`config.mk`:
```
export PLATFORM = sky130hd
export DESIGN_NAME = bs_fetch_ctrl_flat
export DESIGN_NICKNAME = d
export VERILOG_FILES = /design/src/rtl/bs_fetch_ctrl_pkg.sv /design/src/rtl/bs_fetch_ctrl_if.sv /design/src/rtl/bs_fetch_ctrl_admit.sv /design/src/rtl/bs_fetch_ctrl.sv /design/src/flat_wrapper.sv
export SDC_FILE = /design/constraint.sdc
export NUM_CORES = 1
export LEC_CHECK = 0
export CAP_MARGIN = 20
export CORE_ASPECT_RATIO = 0.6
export CORE_MARGIN = 4
export CORE_UTILIZATION = 47
export DETAILED_ROUTE_END_ITERATION = 6
export PLACE_DENSITY = 0.75
export REMOVE_ABC_BUFFERS = 1
export SETUP_SLACK_MARGIN = 0.5
export SLEW_MARGIN = 10
export SYNTH_ARGS = -nofsm -noshare
export SYNTH_HDL_FRONTEND = slang
export SYNTH_SLANG_ARGS = --single-unit
```
`constraint.sdc`:
```
create_clock -name clk -period 5.9 [get_ports clk]
set_input_delay 0.885 -clock clk [delete_from_list [all_inputs] [get_ports clk]]
set_output_delay 0.885 -clock clk [all_outputs]
set_load 0.01 [all_outputs]
```
`src/rtl/bs_fetch_ctrl_pkg.sv`:
```
// Shared types and constants for the bitstream fetch controller.
// Holds the state encoding, the burst-length width and the FIFO capacity helpers.
package bs_fetch_ctrl_pkg;

    typedef enum logic [2:0] {
        IDLE,
        CHECK,
        REQ,
        DATA,
        DRAIN,
        FINISH
    } fetch_state_t;

    // A burst length must be able to encode BURST_LEN itself, hence the +1.
    function automatic int burst_w(input int burst_len);
        return $clog2(burst_len) + 1;
    endfunction

    function automatic int fifo_cap(input int addr_bits);
        return (1 << addr_bits) - 1;
    endfunction

    localparam int BURST_W  = burst_w(16);
    localparam int FIFO_CAP = fifo_cap(7);

endpackage

```
`src/rtl/bs_fetch_ctrl_if.sv`:
```
// DDR read-port and FIFO write-port bundle used by the fetch controller.
// The master modport is the controller side.
interface bs_fetch_ctrl_if
    import bs_fetch_ctrl_pkg::*;
#(
    parameter int ADDR_BITS     = 7,
    parameter int DATA_BITS     = 16,
    parameter int DDR_ADDR_BITS = 25,
    parameter int LEN_W         = BURST_W
);

    logic [ADDR_BITS:0]     fifo_nword;
    logic                   fifo_wr;
    logic [DATA_BITS-1:0]   fifo_data;

    logic                   ddr_rd_req;
    logic [DDR_ADDR_BITS-1:0] ddr_rd_addr;
    logic [LEN_W-1:0]       ddr_rd_len;
    logic                   ddr_rd_ack;
    logic [DATA_BITS-1:0]   ddr_rdata;
    logic                   ddr_rdata_valid;

    modport master (
        input  fifo_nword,
        output fifo_wr,
        output fifo_data,
        output ddr_rd_req,
        output ddr_rd_addr,
        output ddr_rd_len,
        input  ddr_rd_ack,
        input  ddr_rdata,
        input  ddr_rdata_valid
    );

    modport slave (
        output fifo_nword,
        input  fifo_wr,
        input  fifo_data,
        input  ddr_rd_req,
        input  ddr_rd_addr,
        input  ddr_rd_len,
        output ddr_rd_ack,
        output ddr_rdata,
        output ddr_rdata_valid
    );

endinterface

```
`src/rtl/bs_fetch_ctrl_admit.sv`:
```
// Burst admission: picks the next burst length and checks that the FIFO
// can absorb the whole burst.
module bs_fetch_admit
    import bs_fetch_ctrl_pkg::*;
#(
    parameter int ADDR_BITS = 7,
    parameter int BURST_LEN = 16,
    parameter int LEN_BITS  = 24,
    localparam int LEN_W    = burst_w(BURST_LEN)
) (
    input  logic [LEN_BITS-1:0]  remaining,
    input  logic [ADDR_BITS:0]   fifo_nword,
    output logic [LEN_W-1:0]     len,
    output logic                 fits
);

    localparam int SUM_W = ADDR_BITS + 2;
    localparam logic [SUM_W-1:0]    CAP       = SUM_W'(fifo_cap(ADDR_BITS));
    localparam logic [LEN_BITS-1:0] BURST_MAX = LEN_BITS'(BURST_LEN);

    // One extra bit on the sum so a nearly full FIFO plus a full burst cannot wrap.
    always_comb begin
        len = LEN_W'(BURST_LEN);
        if (remaining < BURST_MAX) begin
            len = remaining[LEN_W-1:0];
        end
        fits = ({1'b0, fifo_nword} + SUM_W'(len)) <= CAP;
    end

endmodule

```
`src/rtl/bs_fetch_ctrl.sv`:
```
// Sequences DDR burst reads into the bitstream FIFO write port, one burst
// outstanding at a time, with abort and completion reporting.
module bs_fetch_ctrl
    import bs_fetch_ctrl_pkg::*;
#(
    parameter int ADDR_BITS     = 7,
    parameter int DATA_BITS     = 16,
    parameter int BURST_LEN     = 16,
    parameter int DDR_ADDR_BITS = 25,
    parameter int LEN_BITS      = 24
) (
    input  logic                     clk,
    input  logic                     aclr,
    input  logic                     start,
    input  logic [DDR_ADDR_BITS-1:0] base_addr,
    input  logic [LEN_BITS-1:0]      total_words,
    input  logic                     abort,
    output logic                     busy,
    output logic                     done,
    output logic [LEN_BITS-1:0]      words_fetched,
    bs_fetch_ctrl_if.master          bus
);

    localparam int LEN_W = burst_w(BURST_LEN);
    localparam logic [LEN_W-1:0]    ONE_BEAT = LEN_W'(1);
    localparam logic [LEN_BITS-1:0] ONE_WORD = LEN_BITS'(1);

    fetch_state_t             state;
    logic [DDR_ADDR_BITS-1:0] cur_addr;
    logic [LEN_BITS-1:0]      remaining;
    logic [LEN_W-1:0]         beat_cnt;
    logic                     abort_seen;
    logic [LEN_W-1:0]         adm_len;
    logic                     adm_fits;

    bs_fetch_admit #(
        .ADDR_BITS (ADDR_BITS),
        .BURST_LEN (BURST_LEN),
        .LEN_BITS  (LEN_BITS)
    ) u_admit (
        .remaining  (remaining),
        .fifo_nword (bus.fifo_nword),
        .len        (adm_len),
        .fits       (adm_fits)
    );

    always_ff @(posedge clk or posedge aclr) begin
        if (aclr) begin
            state           <= IDLE;
            cur_addr        <= '0;
            remaining       <= '0;
            beat_cnt        <= '0;
            abort_seen      <= 1'b0;
            busy            <= 1'b0;
            done            <= 1'b0;
            words_fetched   <= '0;
            bus.fifo_wr     <= 1'b0;
            bus.fifo_data   <= '0;
            bus.ddr_rd_req  <= 1'b0;
            bus.ddr_rd_addr <= '0;
            bus.ddr_rd_len  <= '0;
        end else begin
            done        <= 1'b0;
            bus.fifo_wr <= 1'b0;
            case (state)
                IDLE: begin
                    if (start) begin
                        busy <= 1'b1;
                        if (total_words == '0) begin
                            state <= FINISH;
                        end else begin
                            cur_addr      <= base_addr;
                            remaining     <= total_words;
                            words_fetched <= '0;
                            state         <= CHECK;
                        end
                    end
                end
                CHECK: begin
                    if (abort) begin
                        state <= FINISH;
                    end else if (adm_fits) begin
                        bus.ddr_rd_addr <= cur_addr;
                        bus.ddr_rd_len  <= adm_len;
                        bus.ddr_rd_req  <= 1'b1;
                        state           <= REQ;
                    end
                end
                // A request cannot be withdrawn, so an abort here is remembered until ack.
                REQ: begin
                    if (bus.ddr_rd_ack) begin
                        bus.ddr_rd_req <= 1'b0;
                        beat_cnt       <= bus.ddr_rd_len;
                        cur_addr       <= cur_addr + DDR_ADDR_BITS'(bus.ddr_rd_len);
                        abort_seen     <= 1'b0;
                        state          <= (abort || abort_seen) ? DRAIN : DATA;
                    end else if (abort) begin
                        abort_seen <= 1'b1;
                    end
                end
                // A beat arriving together with abort is consumed but not written.
                DATA: begin
                    if (bus.ddr_rdata_valid) begin
                        beat_cnt <= beat_cnt - ONE_BEAT;
                        if (!abort) begin
                            bus.fifo_wr   <= 1'b1;
                            bus.fifo_data <= DATA_BITS'(bus.ddr_rdata);
                            words_fetched <= words_fetched + ONE_WORD;
                            remaining     <= remaining - ONE_WORD;
                        end
                        if (beat_cnt == ONE_BEAT) begin
                            state <= (abort || remaining == ONE_WORD) ? FINISH : CHECK;
                        end else if (abort) begin
                            state <= DRAIN;
                        end
                    end else if (abort) begin
                        state <= DRAIN;
                    end
                end
                DRAIN: begin
                    if (bus.ddr_rdata_valid) begin
                        beat_cnt <= beat_cnt - ONE_BEAT;
                        if (beat_cnt == ONE_BEAT) begin
                            state <= FINISH;
                        end
                    end
                end
                FINISH: begin
                    done  <= 1'b1;
                    busy  <= 1'b0;
                    state <= IDLE;
                end
                default: state <= IDLE;
            endcase
        end
    end

endmodule

```
`src/flat_wrapper.sv`:
```
// flat-port wrapper written by rule: the top's interface ports become plain ports
module bs_fetch_ctrl_flat import bs_fetch_ctrl_pkg::*;
#(
    parameter int ADDR_BITS     = 7,
    parameter int DATA_BITS     = 16,
    parameter int BURST_LEN     = 16,
    parameter int DDR_ADDR_BITS = 25,
    parameter int LEN_BITS      = 24
)
  (clk, aclr, start, base_addr, total_words, abort, busy, done, words_fetched, bus_fifo_nword, bus_fifo_wr, bus_fifo_data, bus_ddr_rd_req, bus_ddr_rd_addr, bus_ddr_rd_len, bus_ddr_rd_ack, bus_ddr_rdata, bus_ddr_rdata_valid);
  bs_fetch_ctrl_if #(.ADDR_BITS(ADDR_BITS), .DATA_BITS(DATA_BITS), .DDR_ADDR_BITS(DDR_ADDR_BITS), .LEN_W((burst_w((16))))) bus_i ();
  input  logic clk;
  input  logic aclr;
  input  logic start;
  input  logic [DDR_ADDR_BITS-1:0] base_addr;
  input  logic [LEN_BITS-1:0] total_words;
  input  logic abort;
  output logic busy;
  output logic done;
  output logic [LEN_BITS-1:0] words_fetched;
  input wire logic [$bits(bus_i.fifo_nword)-1:0] bus_fifo_nword;
  output wire logic [$bits(bus_i.fifo_wr)-1:0] bus_fifo_wr;
  output wire logic [$bits(bus_i.fifo_data)-1:0] bus_fifo_data;
  output wire logic [$bits(bus_i.ddr_rd_req)-1:0] bus_ddr_rd_req;
  output wire logic [$bits(bus_i.ddr_rd_addr)-1:0] bus_ddr_rd_addr;
  output wire logic [$bits(bus_i.ddr_rd_len)-1:0] bus_ddr_rd_len;
  input wire logic [$bits(bus_i.ddr_rd_ack)-1:0] bus_ddr_rd_ack;
  input wire logic [$bits(bus_i.ddr_rdata)-1:0] bus_ddr_rdata;
  input wire logic [$bits(bus_i.ddr_rdata_valid)-1:0] bus_ddr_rdata_valid;
  assign bus_i.fifo_nword = bus_fifo_nword;
  assign bus_fifo_wr = bus_i.fifo_wr;
  assign bus_fifo_data = bus_i.fifo_data;
  assign bus_ddr_rd_req = bus_i.ddr_rd_req;
  assign bus_ddr_rd_addr = bus_i.ddr_rd_addr;
  assign bus_ddr_rd_len = bus_i.ddr_rd_len;
  assign bus_i.ddr_rd_ack = bus_ddr_rd_ack;
  assign bus_i.ddr_rdata = bus_ddr_rdata;
  assign bus_i.ddr_rdata_valid = bus_ddr_rdata_valid;
  bs_fetch_ctrl #(.ADDR_BITS(ADDR_BITS), .DATA_BITS(DATA_BITS), .BURST_LEN(BURST_LEN), .DDR_ADDR_BITS(DDR_ADDR_BITS), .LEN_BITS(LEN_BITS)) u_core (.clk(clk), .aclr(aclr), .start(start), .base_addr(base_addr), .total_words(total_words), .abort(abort), .busy(busy), .done(done), .words_fetched(words_fetched), .bus(bus_i));
endmodule
```
==> results of run 1 <==
-- how the worst max path moves through the flow --
stage | start | end | slack [ps] | cells past startpoint
detailed placement | u_core.remaining[13]$_DFFE_PP0P_ | u_core.bus.ddr_rd_addr[2]$_DFFE_PP0P_ | 2100 | 12
CTS | u_core.remaining[13]$_DFFE_PP0P_ | u_core.bus.ddr_rd_addr[2]$_DFFE_PP0P_ | 2050 | 12
floorplan | aclr | u_core.abort_seen$_DFFE_PP0P_ | 1490 | 1
global placement | u_core.remaining[13]$_DFFE_PP0P_ | u_core.bus.ddr_rd_addr[9]$_DFFE_PP0P_ | 2240 | 12
finish | u_core.remaining[13]$_DFFE_PP0P_ | u_core.bus.ddr_rd_addr[9]$_DFFE_PP0P_ | 2010 | 12
global route | u_core.remaining[13]$_DFFE_PP0P_ | u_core.bus.ddr_rd_addr[2]$_DFFE_PP0P_ | 1780 | 12
-- per-stage QoR --
stage                     worst slack [ps]  instance area [sq um]  hold slack, ps  total power [mW]
after detailed placement              2100                   8720             461              2.92
final                                 2010                   9380             477              4.11
after global routing                  1780                   9380             500              4.36
after global placement                2240                   8720             460              2.88
after floorplan                       1490                   6870             460              2.29
after CTS                             2050                   9380             476              4.11
-- state kept, by name, indices dropped and copies added, names as in the netlist --
| signal | count |
|---|---|
| u_core.bus.ddr_rd_addr | 25 |
| u_core.cur_addr | 25 |
| u_core.words_fetched | 24 |
| u_core.busy | 1 |
| u_core.abort_seen | 1 |
| u_core.state | 3 |
| u_core.beat_cnt | 5 |
| u_core.bus.ddr_rd_len | 5 |
| u_core.bus.ddr_rd_req | 1 |
| u_core.remaining | 24 |
| u_core.bus.fifo_wr | 1 |
| u_core.bus.fifo_data | 16 |
| u_core.done | 1 |
-- area by class of cell --
type | count | share of cell area, %
Clock buffer | 18 | 4.58
Sequential cell | 132 | 35.2
Timing Repair Buffer | 161 | 16.9
Inverter | 21 | 0.894
Multi-Input combinational cell | 574 | 37.3
Clock inverter | 14 | 2.38
Tap cell | 198 | 2.64
-- logic make-up (layout without fill, tap and decap cells) --
| family | Yosys count | after routing | synth area share [%] |
|---|---|---|---|
| compound gates | 214 | 214 | 19.0 |
| xor+xnor | 18 | 18 | 2.24 |
| fa+ha+maj | 17 | 17 | 3.24 |
| buf+inv | 62 | 214 | 3.48 |
| flops | 132 | 132 | 46.9 |
| mux | 26 | 26 | 4.14 |
| simple gates | 299 | 299 | 21.0 |
-- critical path, delay by kind of cell, from the launching register on --
family / cells / cell delay [ps]
fa+ha+maj: 1 / 200
mux: 1 / 360
compound gates: 2 / 420
flops: 1 / 440
buf+inv: 1 / 270
simple gates: 7 / 2060
-- cells in the mapped netlist (8+ instances only) --
cell,number,share of area [%]
a31oi_1,13,1.2
ha_1,15,2.7
o22ai_1,14,1.2
nor2_1,66,3.5
dfrtp_1,132,47
nor4_1,9,0.80
or3_1,12,1.1
o211ai_1,8,0.85
nand4_1,9,0.80
xor2_1,12,1.5
a21oi_1,56,4.0
o21ai_0,54,3.8
nand3_1,26,1.8
clkbuf_1,31,1.7
mux2_2,20,3.2
nor3_1,26,1.8
inv_1,21,1.1
a211oi_1,13,1.4
nand2_1,100,5.3
-- metal layers --
metal | vias up | part of all wire [%]
met4 | 0 | 0.92
met1 | 3074 | 50
li1 | 3088 | -
met3 | 15 | 8.1
met5 | - | 0
met2 | 295 | 41
-- power by group through the flow --
stage                     sequential [mW]  clock [mW]  combinational, mW
after CTS                            1.55        1.20               1.37
after detailed placement             1.56           0               1.36
after global placement               1.55           0               1.33
after floorplan                      1.54           0              0.748
final                                1.56        1.18               1.37
after global routing                 1.60        1.24               1.51
==> qor.csv, run 1 <==
metric,value,unit
worst hold stages,2,
P_int,2.65,mW
clock sink count,132,
max incr delay on CP,470,ps
unrepaired setup endpoints after global routing,no,
initial antenna violation count,0,
H-tree levels,4,
Worst setup EP type,flip-flop,
CTS Buffer Depth,2,
"commonest cells after routing, fill and taps aside","clkdlybuf4s50_1 (152), dfrtp_1 (132), nand2_1 (100)",
vias in the first global route,5948,
worst-margin pin slew,1060,ps
top_reg_cell synth,dfrtp_1,
Top Usage Layer GRT,met1,
"Seq/Total Area, Yosys",46.9,%
Vias per Instance,5.79,
core area,14600,sq um
Synth-to-Final Area Change,33.2,%
Cell Rows,34,
via count,6472,
fraction of layout cells with a size suffix above 1,8.48,%
slowest CP cell,or3_1,
drt initial violations,612,
Synth cell types,71,
"Cell Area, Synth",7040,sq um
R2R setup slack,2010,ps
Switching Fraction,35.6,%
placed cell count,1086,
Fillers,1205,
final setup fails,0,
Synth async-reset ratio,100,%
Multi-input gate area,3500,sq um
P_leak,3.87,nW
final std cells w/o fill,1118,
first-pass GRT wire length,31600,um
Reg power frac,37.9,%
Initial Util,48.2,%
hold endpoint,u_core.bus.fifo_data[0]$_DFFE_PP0P_,
CTS Hold Bufs,0,
aggregate global routing overflow,0,
fmax,0.257,GHz
dpl hpwl,13800,um
worst skew pair latency,410,ps
type of the worst min-delay path,flip-flop to flip-flop,
ANT nets after route,0,
routability cong.,0.886,
reg2reg start,u_core.remaining[13]$_DFFE_PP0P_,
Total Routing Usage GR,22.9,%
post-route setup TNS,0,ps
Final Core Density,64.3,%
Synth Instances,768,
DRT Pass-1 Iters,5,
most frequent CP cell,or3_1,
logic gate share of total power,33.4,%
met2 track demand over resource,31.8,%
hold path start,u_core.bus.fifo_data[0]$_DFFE_PP0P_,
Worst EP arrival,4180,ps
IO buf count,152,
Setup Skew,11.0,ps
final WL,19700,um
antenna cells,0,
endpoints failing hold,0,
full die area,17100,sq um
status,completed,
crit path launch type,flip-flop,
FF-to-FF End,u_core.bus.ddr_rd_addr[9]$_DFFE_PP0P_,
DIE WIDTH,166,um
part of the cycle the worst path needs,65.9,%
FF-to-FF path depth,12,
WL/cell,17.7,um
Clk pwr share,28.8,%
minimum clock period,3890,ps
grt met1 use,36.3,%
worst path cell trace,"or3_1, nor3_2, and3b_1, and4b_1, and2_1, ha_1, a21o_1, nand3_1, or3_1, a211o_1, buf_4, mux2_1",
FF/Latch Area,3300,sq um
sw power,1.46,mW
"commonest non-fill, non-tap cell in the layout",clkdlybuf4s50_1,
post_cts resized,0,
yosys warns,0,
Nets,1003,
Yosys reg bits,132,
largest net degree at the start of global routing,90,
number of flops mapped to enable cells by yosys,0,
Critical Path RT,6200,ps
Root Buffer,clkbuf_16,
peak supply drop,0.215,mV
Post-CTS Setup Bufs,0,
Global Route met3 Usage,4.90,%
drc violations,0,
CTS Buf Count,17,
die height,103,um
worst rel slew slack,28.8,%
"Avg Cell Area, Syn",9.16,sq um
Slew Limit Fails,0,
Worst-path clk slew,60,ps
worst-path fanout max,36,
CTS tree,built,
PD cells,439,nW/um^2
Setup Crit Path Kind,flip-flop to flip-flop,
max-cap viol count,0,
IO Pins,153,
No activity file was read; power rests on OpenSTA's default activity.
==> run 2, diff against run 1 <==
- CORE_UTILIZATION: 47 -> 46
- PLACE_DENSITY: 0.75 -> 0.76
- clock period: 5.9 -> 3.55 ns (I/O delays scaled with it)
==> run 2 against run 1 <==
Effect of this change: critical path depth did not move; sequential share of layout area is 1.5 points lower; cell area increased by 4.4%; clock power up 47%; final cell count is 2.9% higher; non-clock buffer count increased by 32; register-to-register slack got worse by 1900 ps; core utilization grew 2.3 points; die area increased by 2.0%; combinational power is 88% higher; first-iteration DRC count is 7.5% higher; global-route usage is 0.21 points higher; largest power group unchanged; highest routed layer unchanged.
==> qor.csv, run 2 (same netlist as run 1, synthesis figures left out) <==
metric,value,unit
status,completed,
hold path start,u_core.bus.fifo_data[5]$_DFFE_PP0P_,
Setup Crit Path Kind,flip-flop to flip-flop,
via count,6675,
most frequent CP cell,or3_4,
die height,104,um
part of the cycle the worst path needs,95.9,%
hold endpoint,u_core.bus.fifo_data[5]$_DFFE_PP0P_,
Worst-path clk slew,60,ps
drc violations,0,
worst path cell trace,"or3_4, nor3_4, and3b_2, and4b_2, and2_4, ha_4, a21o_1, nand3_2, or3_4, a211o_4, buf_12, mux2_1",
"commonest cells after routing, fill and taps aside","clkdlybuf4s50_1 (152), dfrtp_1 (132), nand2_1 (96)",
WL/cell,18.2,um
"commonest non-fill, non-tap cell in the layout",clkdlybuf4s50_1,
worst skew pair latency,420,ps
CTS Buffer Depth,2,
PD cells,704,nW/um^2
Root Buffer,clkbuf_16,
final setup fails,0,
Total Routing Usage GR,23.1,%
design area,9790,sq um
minimum clock period,3400,ps
antenna cells,0,
CP bufs+invs,1,
ANT nets after route,0,
worst hold stages,2,
Setup Skew,11.6,ps
Worst EP arrival,3700,ps
core area,14700,sq um
Cell Rows,34,
worst-path fanout max,5,
vias in the first global route,6150,
Final Core Density,66.5,%
fmax,0.294,GHz
dpl cell area,8880,sq um
Slew Limit Fails,0,
dpl hpwl,14200,um
max incr delay on CP,420,ps
clock sink count,132,
CTS Buf Count,17,
IO buf count,152,
crit path launch type,flip-flop,
unrepaired setup endpoints after global routing,yes,
R2R setup slack,150,ps
CTS tree,built,
worst rel slew slack,56.3,%
biggest regs,"u_core.bus.ddr_rd_addr (25), u_core.cur_addr (25)",
aggregate global routing overflow,0,
type of the worst min-delay path,flip-flop to flip-flop,
routability cong.,0.909,
Vias per Instance,5.80,
Critical Path RT,3840,ps
first-pass GRT wire length,32900,um
fraction of layout cells with a size suffix above 1,13.7,%
initial antenna violation count,0,
full die area,17400,sq um
IO Pins,153,
slowest CP cell,a211o_4,
peak supply drop,0.352,mV
P_leak,4.06,nW
PnR worst setup slack,146,ps
total power draw,6.90,mW
DRT Pass-1 Iters,5,
DIE WIDTH,168,um
Initial Util,47.8,%
reg2reg start,u_core.remaining[14]$_DFFE_PP0P_,
drt initial violations,658,
Worst setup EP type,flip-flop,
Synth-to-Final Area Change,39.1,%
worst-margin pin slew,655,ps
max-cap viol count,0,
endpoints failing hold,0,
dpl ws,49.1,ps
"delay-heaviest family, CP",simple AND/OR/NAND/NOR gates,
Nets,1035,
final WL,21000,um
H-tree levels,4,
FF-to-FF End,u_core.bus.ddr_rd_addr[0]$_DFFE_PP0P_,
FF-to-FF path depth,12,
largest net degree at the start of global routing,70,
run 2: worst max path at each step:
| stage | from | endpoint | slack (ps) | cells after the start |
|---|---|---|---|---|
| 3_5_place_dp | u_core.remaining[14]$_DFFE_PP0P_ | u_core.bus.ddr_rd_addr[0]$_DFFE_PP0P_ | 50 | 12 |
| 4_1_cts | u_core.remaining[13]$_DFFE_PP0P_ | u_core.bus.ddr_rd_addr[0]$_DFFE_PP0P_ | 170 | 12 |
| 2_1_floorplan | aclr | u_core.abort_seen$_DFFE_PP0P_ | -510 | 1 |
| 5_1_grt | u_core.remaining[13]$_DFFE_PP0P_ | u_core.bus.ddr_rd_addr[0]$_DFFE_PP0P_ | -5 | 12 |
| 3_3_place_gp | u_core.remaining[7]$_DFFE_PP0P_ | u_core.bus.ddr_rd_addr[9]$_DFFE_PP0P_ | 140 | 11 |
| 6_report | u_core.remaining[14]$_DFFE_PP0P_ | u_core.bus.ddr_rd_addr[0]$_DFFE_PP0P_ | 150 | 12 |
run 2: report_power, final:
group | switching (mW) | internal [mW]
clock network | 0.700 | 1.04
registers | 0.536 | 2.05
logic | 1.30 | 1.27
run 2: worst register-to-register path: stages, from the launching register on:
cell and delay, ps:
dfrtp_1 390, or3_4 390, nor3_4 130, and3b_2 220, and4b_2 310, and2_4 180, ha_4 130, a21o_1 140
nand3_2 70, or3_4 400, a211o_4 420, buf_12 170, mux2_1 320
run 2: what timing repair did:
action / CTS / global route
hold buffers: 0 / 0
setup endpoints to repair: 34 / 34
pin swaps: 1 / 5
buffers inserted: 7 / 2
cloned: 2 / 3
resized for setup: 17 / 16
run 2: final cells by class:
| type | count | area, sq um |
|---|---|---|
| clock buffers | 18 | 429 |
| multi-input cells | 574 | 3620 |
| clock inverters | 14 | 155 |
| inverters | 21 | 83.8 |
| fillers | 1216 | 4930 |
| repair buffers | 193 | 1950 |
| flip-flops and latches | 132 | 3300 |
| well taps | 198 | 248 |
run 2: stage by stage:
stage / hold slack [ps] / TNS, ps / instances
floorplan: 460 / -68710 / 727
global placement: 458 / 0 / 1104
detailed placement: 461 / 0 / 1104
CTS: 475 / 0 / 1145
global route: 498 / -5.11 / 1150
finish: 473 / 0 / 1150
run 2: routing by layer:
layer  vias to the layer above  global-route usage (%)  share of wire (%)
met3                        24                    5.25                9.1
li1                       3156                       -                  -
met2                       326                    31.0                 41
met1                      3169                    37.1                 49
met4                         0                    5.79               0.96
met5                         -                       0                  0
==> run 3, diff against run 2 <==
- CORE_UTILIZATION: 46 -> 47
- GPL_ROUTABILITY_DRIVEN: not set -> 0
- PLACE_DENSITY: 0.76 -> 0.75
- clock period: 3.55 -> 3.8 ns (I/O delays scaled with it)
==> run 3 against run 2 <==
Effect of this change: flip-flop and latch count unchanged; register-to-register slack gained 170 ps; sequential power fell by 6%; largest power group unchanged; clock power is essentially flat; combinational power is 8.9% lower.
==> qor.csv, run 3 (same netlist as run 1, synthesis figures left out) <==
metric,value,unit
"commonest non-fill, non-tap cell in the layout",clkdlybuf4s50_1,
IO Pins,153,
IO buf count,152,
final setup fails,0,
CTS Buffer Depth,2,
Synth-to-Final Area Change,39.8,%
status,completed,
vias in the first global route,6131,
antenna cells,0,
clock sink count,132,
P_leak,4.08,nW
DRT Pass-1 Iters,5,
biggest regs,"u_core.bus.ddr_rd_addr (25), u_core.cur_addr (25)",
slowest CP cell,a211o_4,
unrepaired setup endpoints after global routing,yes,
most frequent CP cell,or3_4,
final WL,20700,um
dpl cell area,8810,sq um
placed cell count,1098,
"commonest cells after routing, fill and taps aside","clkdlybuf4s50_1 (152), dfrtp_1 (130), nand2_1 (98)",
PD cells,665,nW/um^2
Initial Util,48.2,%
hold path start,u_core.bus.fifo_data[6]$_DFFE_PP0P_,
core area,14600,sq um
dpl hpwl,13900,um
Cell Rows,34,
max incr delay on CP,440,ps
Nets,1036,
worst path cell trace,"or3_4, nor3_4, and3b_2, and4b_2, and2_4, ha_4, a21o_1, nand3_2, or3_4, a211o_4, clkbuf_16, mux2_2",
Slew Limit Fails,0,
dpl ws,109,ps
fmax,0.287,GHz
first-pass GRT wire length,32800,um
design area,9840,sq um
Setup Skew,8.00,ps
fraction of layout cells with a size suffix above 1,13.6,%
endpoints failing hold,0,
worst-margin pin slew,761,ps
Root Buffer,clkbuf_16,
via count,6707,
CTS Hold Bufs,0,
Setup Crit Path Kind,flip-flop to flip-flop,
largest net degree at the start of global routing,86,
CTS Buf Count,17,
DIE WIDTH,166,um
CP startpoint,u_core.remaining[13]$_DFFE_PP0P_,
part of the cycle the worst path needs,91.6,%
WL/cell,18.0,um
aggregate global routing overflow,0,
type of the worst min-delay path,flip-flop to flip-flop,
full die area,17100,sq um
PnR worst setup slack,319,ps
worst skew pair latency,410,ps
Worst setup EP type,flip-flop,
crit path launch type,flip-flop,
Vias per Instance,5.83,
die height,103,um
drt initial violations,599,
worst-path fanout max,9,
peak supply drop,0.284,mV
CTS tree,built,
max-cap viol count,0,
ANT nets after route,0,
Worst EP arrival,3770,ps
Total Routing Usage GR,23.8,%
drc violations,0,
initial antenna violation count,0,
Critical Path RT,4090,ps
Worst-path clk slew,60,ps
reg2reg start,u_core.remaining[13]$_DFFE_PP0P_,
minimum clock period,3480,ps
H-tree levels,4,
final std cells w/o fill,1151,
worst rel slew slack,49.3,%
## run 3: changes by cell type in the layout (fill, tap and decap cells not counted), moves of 2 or more
cell       before  now
nand2_2         3    1
nand2_1        96   98
buf_6           2    0
bufinv_16       2    4
dfrtp_1       132  130
dfrtp_2         0    2
buf_4          32   35
## run 3: metal layers
metal / wire (um) / GRT usage (%) / part of all wire (%) / up-vias
li1: - / - / - / 3156
met1: 10200 / 37.7 / 49 / 3237
met2: 8540 / 33.6 / 41 / 297
met3: 1820 / 4.87 / 8.8 / 17
met4: 151 / 5.13 / 0.73 / 0
met5: 0 / 0 / 0 / -
## run 3: final cells by class
| cell class | count | area, sq um |
|---|---|---|
| repair buffers | 194 | 1960 |
| fillers | 1126 | 4760 |
| inverters | 21 | 83.8 |
| flip-flops and latches | 132 | 3310 |
| clock buffers | 18 | 429 |
| multi-input cells | 574 | 3610 |
| well taps | 198 | 248 |
| clock inverters | 14 | 203 |
## run 3: worst paths after layout
check	end	depth (start not counted)	slack, ps
max	u_core.bus.ddr_rd_len[2]$_DFFE_PP0P_	12	320
min	u_core.bus.fifo_data[6]$_DFFE_PP0P_	2	470
max reg2reg	u_core.bus.ddr_rd_len[2]$_DFFE_PP0P_	12	320
min reg2reg	u_core.bus.fifo_data[6]$_DFFE_PP0P_	2	470
max in group asynchronous	u_core.bus.ddr_rd_len[3]$_DFFE_PP0P_	3	2340
min in group asynchronous	u_core.bus.ddr_rd_addr[16]$_DFFE_PP0P_	2	680
## run 3: critical path: cells and delay by family (launching register included)
| kind | cells | cell delay [ps] |
|---|---|---|
| adder cells (fa/ha/maj) | 1 | 130 |
| flip-flops | 1 | 380 |
| buffers and inverters | 1 | 220 |
| AND/OR/NAND/NOR | 7 | 1770 |
| AO/OA/AOI/OAI | 2 | 580 |
| multiplexers | 1 | 270 |
## run 3: repair_timing
action                                  in CTS  in global routing
endpoints found under the setup margin      33                 33
gates resized for setup                     24                 10
setup buffers                               10                  6
pin swaps                                    2                  4
cloned                                       3                  2
## run 3: where the power goes
part           leakage, nW  internal (mW)  switching, mW
sequential            1.62           1.91          0.518
combinational         2.16           1.17           1.18
clock                0.294           1.11          0.661
total                 4.08           4.19           2.36
## run 3: metrics by stage
step	power, mW	setup TNS [ps]	hold slack, ps	util (%)
CTS	6.46	0	481	66.5
floorplan	3.56	-39080	460	-
global route	6.94	0	498	67.4
detailed placement	4.57	0	466	60.4
global placement	4.50	0	459	60.4
finish	6.55	0	474	67.4
